<file path="config.mk">
export PLATFORM = sky130hd
export DESIGN_NAME = instr_fetch
export DESIGN_NICKNAME = d
export VERILOG_FILES = /design/src/rtl/instr_fetch.sv
export SDC_FILE = /design/constraint.sdc
export NUM_CORES = 1
export LEC_CHECK = 0
export CELL_PAD_IN_SITES_DETAIL_PLACEMENT = 1
export CELL_PAD_IN_SITES_GLOBAL_PLACEMENT = 1
export CORE_ASPECT_RATIO = 0.6
export CORE_MARGIN = 1.5
export CORE_UTILIZATION = 54
export DETAILED_ROUTE_END_ITERATION = 16
export DONT_BUFFER_PORTS = 1
export MAX_ROUTING_LAYER = met4
export PLACE_DENSITY_LB_ADDON = 0.3
export SLEW_MARGIN = 20
export SYNTH_ARGS = -nofsm -noshare
export SYNTH_HDL_FRONTEND = slang
export SYNTH_SLANG_ARGS = --single-unit
</file>
<file path="constraint.sdc">
create_clock -name clk -period 6.1 [get_ports clk]
set_input_delay 1.525 -clock clk [delete_from_list [all_inputs] [get_ports clk]]
set_output_delay 1.525 -clock clk [all_outputs]
set_load 0.03 [all_outputs]
</file>
<file path="src/rtl/instr_fetch.sv">
// -----------------------------------------------------------------------------
// instr_fetch
//
// Instruction fetch front end. It streams sequential word fetches to a
// synchronous instruction ROM and queues the returned words, with their byte
// PCs, in a small FIFO. The core drains the FIFO through a valid/ready
// handshake. A redirect flushes the FIFO, squashes any fetch still in flight,
// and restarts fetching at the word-aligned target.
//
// Parameters
//   RESET_PC  byte address fetched first after reset
//   DEPTH     output queue entries (2, 4 or 8)
//
// Ports
//   clk             clock; all state updates on the rising edge
//   rst             asynchronous active-low reset
//   rom_addr[11:0]  word address to the ROM (fpc[13:2])
//   rom_req         rom_addr is a live fetch this cycle
//   rom_q[31:0]     ROM data, valid the cycle after the sampling edge
//   redirect_valid  redirect request from the core
//   redirect_pc     redirect target byte address
//   out_valid       {pc_out, instr_out} holds a valid instruction
//   out_ready       core accepts the instruction
//   pc_out[31:0]    byte address of instr_out
//   instr_out[31:0] fetched instruction word
// -----------------------------------------------------------------------------
module instr_fetch #(
    parameter logic [31:0] RESET_PC = 32'h0000_0000,
    parameter int          DEPTH    = 4
) (
    input  logic        clk,
    input  logic        rst,
    output logic [11:0] rom_addr,
    output logic        rom_req,
    input  logic [31:0] rom_q,
    input  logic        redirect_valid,
    input  logic [31:0] redirect_pc,
    output logic        out_valid,
    input  logic        out_ready,
    output logic [31:0] pc_out,
    output logic [31:0] instr_out
);

    localparam int PW = $clog2(DEPTH);
    localparam int CW = PW + 1;
    localparam logic [CW:0] DEPTH_W = DEPTH[CW:0];

    logic [31:0]   r_fpc;
    logic [31:0]   r_req_pc;
    logic          r_inflight;
    logic [CW-1:0] r_count;
    logic [PW-1:0] r_wr_ptr;
    logic [PW-1:0] r_rd_ptr;
    logic [31:0]   r_q_pc    [DEPTH];
    logic [31:0]   r_q_instr [DEPTH];

    logic          w_deq;
    logic          w_enq;
    logic          w_issue;
    logic [CW:0]   w_used;
    logic [31:0]   w_redirect_target;

    // Slots already promised: queued entries plus the response in flight,
    // minus the entry leaving this cycle. Never underflows because a dequeue
    // implies a non-empty queue.
    assign w_used = {1'b0, r_count}
                  + {{CW{1'b0}}, r_inflight}
                  - {{CW{1'b0}}, w_deq};

    // A fetch is only issued when its response is guaranteed a queue slot,
    // so the queue can never be written while full. Held off during reset.
    assign w_issue = rst & ~redirect_valid & (w_used < DEPTH_W);

    // The response of last cycle's fetch lands now unless a redirect squashes it.
    assign w_enq = r_inflight & ~redirect_valid;

    assign out_valid = (r_count != {CW{1'b0}}) & ~redirect_valid;
    assign w_deq     = out_valid & out_ready;

    assign rom_addr  = r_fpc[13:2];
    assign rom_req   = w_issue;
    assign pc_out    = r_q_pc[r_rd_ptr];
    assign instr_out = r_q_instr[r_rd_ptr];

    // Redirect targets are forced to a word boundary.
    assign w_redirect_target = redirect_pc & 32'hFFFF_FFFC;

    // Fetch PC, in-flight tracking, queue pointers and occupancy.
    always_ff @(posedge clk or negedge rst) begin
        if (!rst) begin
            r_fpc      <= RESET_PC;
            r_req_pc   <= RESET_PC;
            r_inflight <= 1'b0;
            r_count    <= {CW{1'b0}};
            r_wr_ptr   <= {PW{1'b0}};
            r_rd_ptr   <= {PW{1'b0}};
        end else if (redirect_valid) begin
            r_fpc      <= w_redirect_target;
            r_inflight <= 1'b0;
            r_count    <= {CW{1'b0}};
            r_wr_ptr   <= {PW{1'b0}};
            r_rd_ptr   <= {PW{1'b0}};
        end else begin
            if (w_issue) begin
                r_fpc      <= r_fpc + 32'd4;
                r_req_pc   <= r_fpc;
                r_inflight <= 1'b1;
            end else begin
                r_inflight <= 1'b0;
            end
            if (w_enq) begin
                r_wr_ptr <= r_wr_ptr + {{(PW-1){1'b0}}, 1'b1};
            end
            if (w_deq) begin
                r_rd_ptr <= r_rd_ptr + {{(PW-1){1'b0}}, 1'b1};
            end
            r_count <= r_count + {{PW{1'b0}}, w_enq} - {{PW{1'b0}}, w_deq};
        end
    end

    // Queue storage; pointers and count qualify validity, so no reset needed.
    always_ff @(posedge clk) begin
        if (w_enq) begin
            r_q_pc[r_wr_ptr]    <= r_req_pc;
            r_q_instr[r_wr_ptr] <= rom_q;
        end
    end

endmodule

</file>
==> flow_summary.json <==
{
  "status": "finished clean",
  "die_h_um": 121.1,
  "die_w_um": 199.8,
  "rsz0062_at_grt": "no",
  "p_int_uw": 4275,
  "fin_skew_ns": 0.02159,
  "cts_tree": "yes",
  "floorplan.core_area_um2": 22440,
  "maxSlewHeadroom_pct": 31.60,
  "power_density_nw_per_um2": 433.9,
  "rr_endpoint": "r_req_pc[6]",
  "syn_area_um2": 12550,
  "drt_iter0_drc": 289,
  "ys_async_sr_fraction_pct": 21.52,
  "layout_commonest_cell": "edfxtp_1",
  "period_share_pct": 82.27,
  "antenna_found_initial": 2,
  "mostFrequentLayoutCells": "edfxtp_1, dfrtp_1, mux4_2, mux2_2, nand2_1",
  "cp-start-kind": "input port",
  "maxSlewViolCount": 0,
  "synthCells": 658,
  "end_kind": "output port",
  "start_util_pct": 55.93,
  "synth_enable_flop_cells": 248,
  "synth_fa_ha_area_share_pct": 1.157,
  "nFillCells": 1911,
  "seqPwrFrac_pct": 48.7,
  "grt_overflow_total": 0,
  "synth.avg_cell_area_um2": 19.07,
  "nets": 732,
  "yosys_warnings": 0,
  "globalplace.congestion": 0.8253,
  "hold_ws_ns": 0.5001,
  "row_count": 42,
  "drv_cap": 0,
  "multiInputGateArea_um2": 3134,
  "hpwl_mm": 15.17,
  "min_period_ns": 5.018,
  "final-setup-viol-count": 0,
  "hold_buffers": 0,
  "path_class": "input port to output port",
  "synth_area_leaders": "edfxtp_1, dfrtp_1, mux4_2",
  "dieArea_um2": 24190,
  "hold_end": "r_q_pc[1][18]",
  "syn2layout_area_growth_pct": 10.01,
  "synth-seq-cells": 316,
  "fin_setup_tns_ns": 0,
  "cts_max_level": 1,
  "grt_pass1_wl_mm": 38.96,
  "crit_path_max_fanout": 18,
  "holdPathStages": 0,
  "yosys.cell_types.count": 52,
  "synth-simple-area-share_pct": 3.709,
  "cts_buffers": 29,
  "grt_max_degree": 77,
  "p_comb_share_pct": 18.7,
  "max_freq_ghz": 0.1993,
  "clk_pin_slew_ns": 0.07,
  "reg2reg_slack_ns": 2.35,
  "grt.total_usage_pct": 22.50,
  "first_pass_iters": 4,
  "hold_viol_final": 0,
  "cp.arrival_ns": 3.49,
  "synth_top_family_by_area": "multiplexers",
  "ctsRootBufferMaster": "clkbuf_16",
  "drcViolationCount": 0,
  "ir_drop_mv": 0.2580,
  "routedWlPerCell_um": 25.47,
  "clock_path_buffers": 3,
  "worst_skew_pair.late_latency_ns": 0.55,
  "stdcell_count": 986,
  "r2r_start": "r_count[2]",
  "first_global_vias": 6494,
  "ios": 146,
  "vias": 5952,
  "cts_sinks": 316,
  "clkPwrFrac_pct": 32.6,
  "hold_path.startpoint": "r_req_pc[18]",
  "totalWireLength_mm": 25.11,
  "portBuffers": 0,
  "placed_cells": 930,
  "reg2reg_depth": 12,
  "synth_compound_area_share_pct": 3.649,
  "synth-main-ff-cell": "edfxtp_1",
  "min_path_type": "register to register",
  "yosysSeqAreaShare_pct": 72.90,
  "postCtsSetupBuffers": 0,
  "switching_power_uw": 1716,
  "drive_above_1_share_pct": 24.41,
  "vias_per_cell": 6.037,
  "muxShareOfSynthArea_pct": 14.35,
  "synth-xor-area-share_pct": 1.954,
  "tightestPinTransition_ns": 1.026,
  "route.antenna.remaining_nets": 0,
  "switching_share_pct": 28.64,
  "yosysTopAreaCellShare_pct": 59.34,
  "ff_latch_area_um2": 9154,
  "cp.required_ns": 4.58,
  "p_leak_uw": 0.004492,
  "synth_top_cell_by_area": "edfxtp_1",
  "cts_resized": 0
}
[worst max-delay path by stage]
stage	startpoint	end	slack, ns
2_1_floorplan	redirect_valid	rom_req	0.54
5_1_grt	out_ready	rom_req	0.94
3_5_place_dp	out_ready	rom_req	1.09
4_1_cts	out_ready	rom_req	1.10
6_report	out_ready	rom_req	1.08
3_3_place_gp	out_ready	rom_req	1.16
[Yosys cell counts (2+ instances only)]
cell type  number
nor2b_1         3
o21ai_1        12
edfxtp_1      248
xor2_1          9
nor4_1          2
clkbuf_1       15
inv_1          10
nand2_1        32
and2_1          6
or3_1           3
xnor2_1        19
ha_1           10
nor2_1         13
o2111ai_1       6
buf_1           8
a211oi_1        8
o211ai_1        3
buf_6           2
mux4_2         62
mux2_2         35
nand4_1         5
a31oi_1         4
a22o_1          2
a2111oi_2       5
buf_4          15
nand3_1         8
buf_2           4
a31o_1          3
o21ai_0         9
dfrtp_1        68
and3_1          8
[final cells by class]
cell class	instances	area share, %
antenna	2	0.03625
clock buffer	37	5.547
clock inverter	17	1.939
inverter	11	0.2991
multi-input combinational	288	22.70
sequential	316	66.30
tap	308	2.791
timing repair buffer	7	0.3806
[per-stage QoR]
step | instance area, um2 | setup WS, ns | total power (uW) | util (%)
2_1_floorplan | 12550 | 0.5432 | 3855 | -
3_3_place_gp | 12770 | 1.156 | 4040 | 56.90
3_5_place_dp | 12770 | 1.093 | 4102 | 56.90
4_1_cts | 13800 | 1.096 | 6064 | 61.50
5_1_grt | 13810 | 0.9388 | 6222 | 61.53
6_report | 13810 | 1.082 | 5990 | 61.53
[critical path: stages]
cell and delay [ns]:
nand2b_1 0.07, nor2_1 0.20, ha_1 0.19, inv_1 0.04
ha_1 0.26, and3b_1 0.22, or4_1 0.52, buf_4 0.24
nand2_2 0.23
[power by group through the flow]
stage | logic, uW | clock network [uW] | registers (uW)
final | 1120 | 1950 | 2920
after detailed placement | 1140 | 0 | 2960
after global routing | 1200 | 2060 | 2950
after CTS | 1140 | 2000 | 2920
after global placement | 1110 | 0 | 2930
after floorplan | 1040 | 0 | 2810
[state kept, by name, indices dropped and copies added (netlist names)]
register    cells
r_q_instr     128
r_q_pc        120
r_fpc          30
r_req_pc       30
r_count         3
r_rd_ptr        2
r_wr_ptr        2
r_inflight      1
[per-layer routing]
layer / routed length, um / vias to the layer above / track usage [%]
met2: 11750 / 148 / 34.61
met1: 11080 / 3175 / 30.89
met3: 1859 / 40 / 6.059
li1: - / 2589 / -
met5: 0 / - / -
met4: 425 / 0 / 4.088
[logic make-up after synthesis]
group	count (synthesis)
AO/OA/AOI/OAI	58
AND/OR/NAND/NOR	91
multiplexers	98
other	1
flip-flops	316
XOR/XNOR	28
adder cells (fa/ha/maj)	11
buffers and inverters	55
Power figures use the tool's default switching activity.
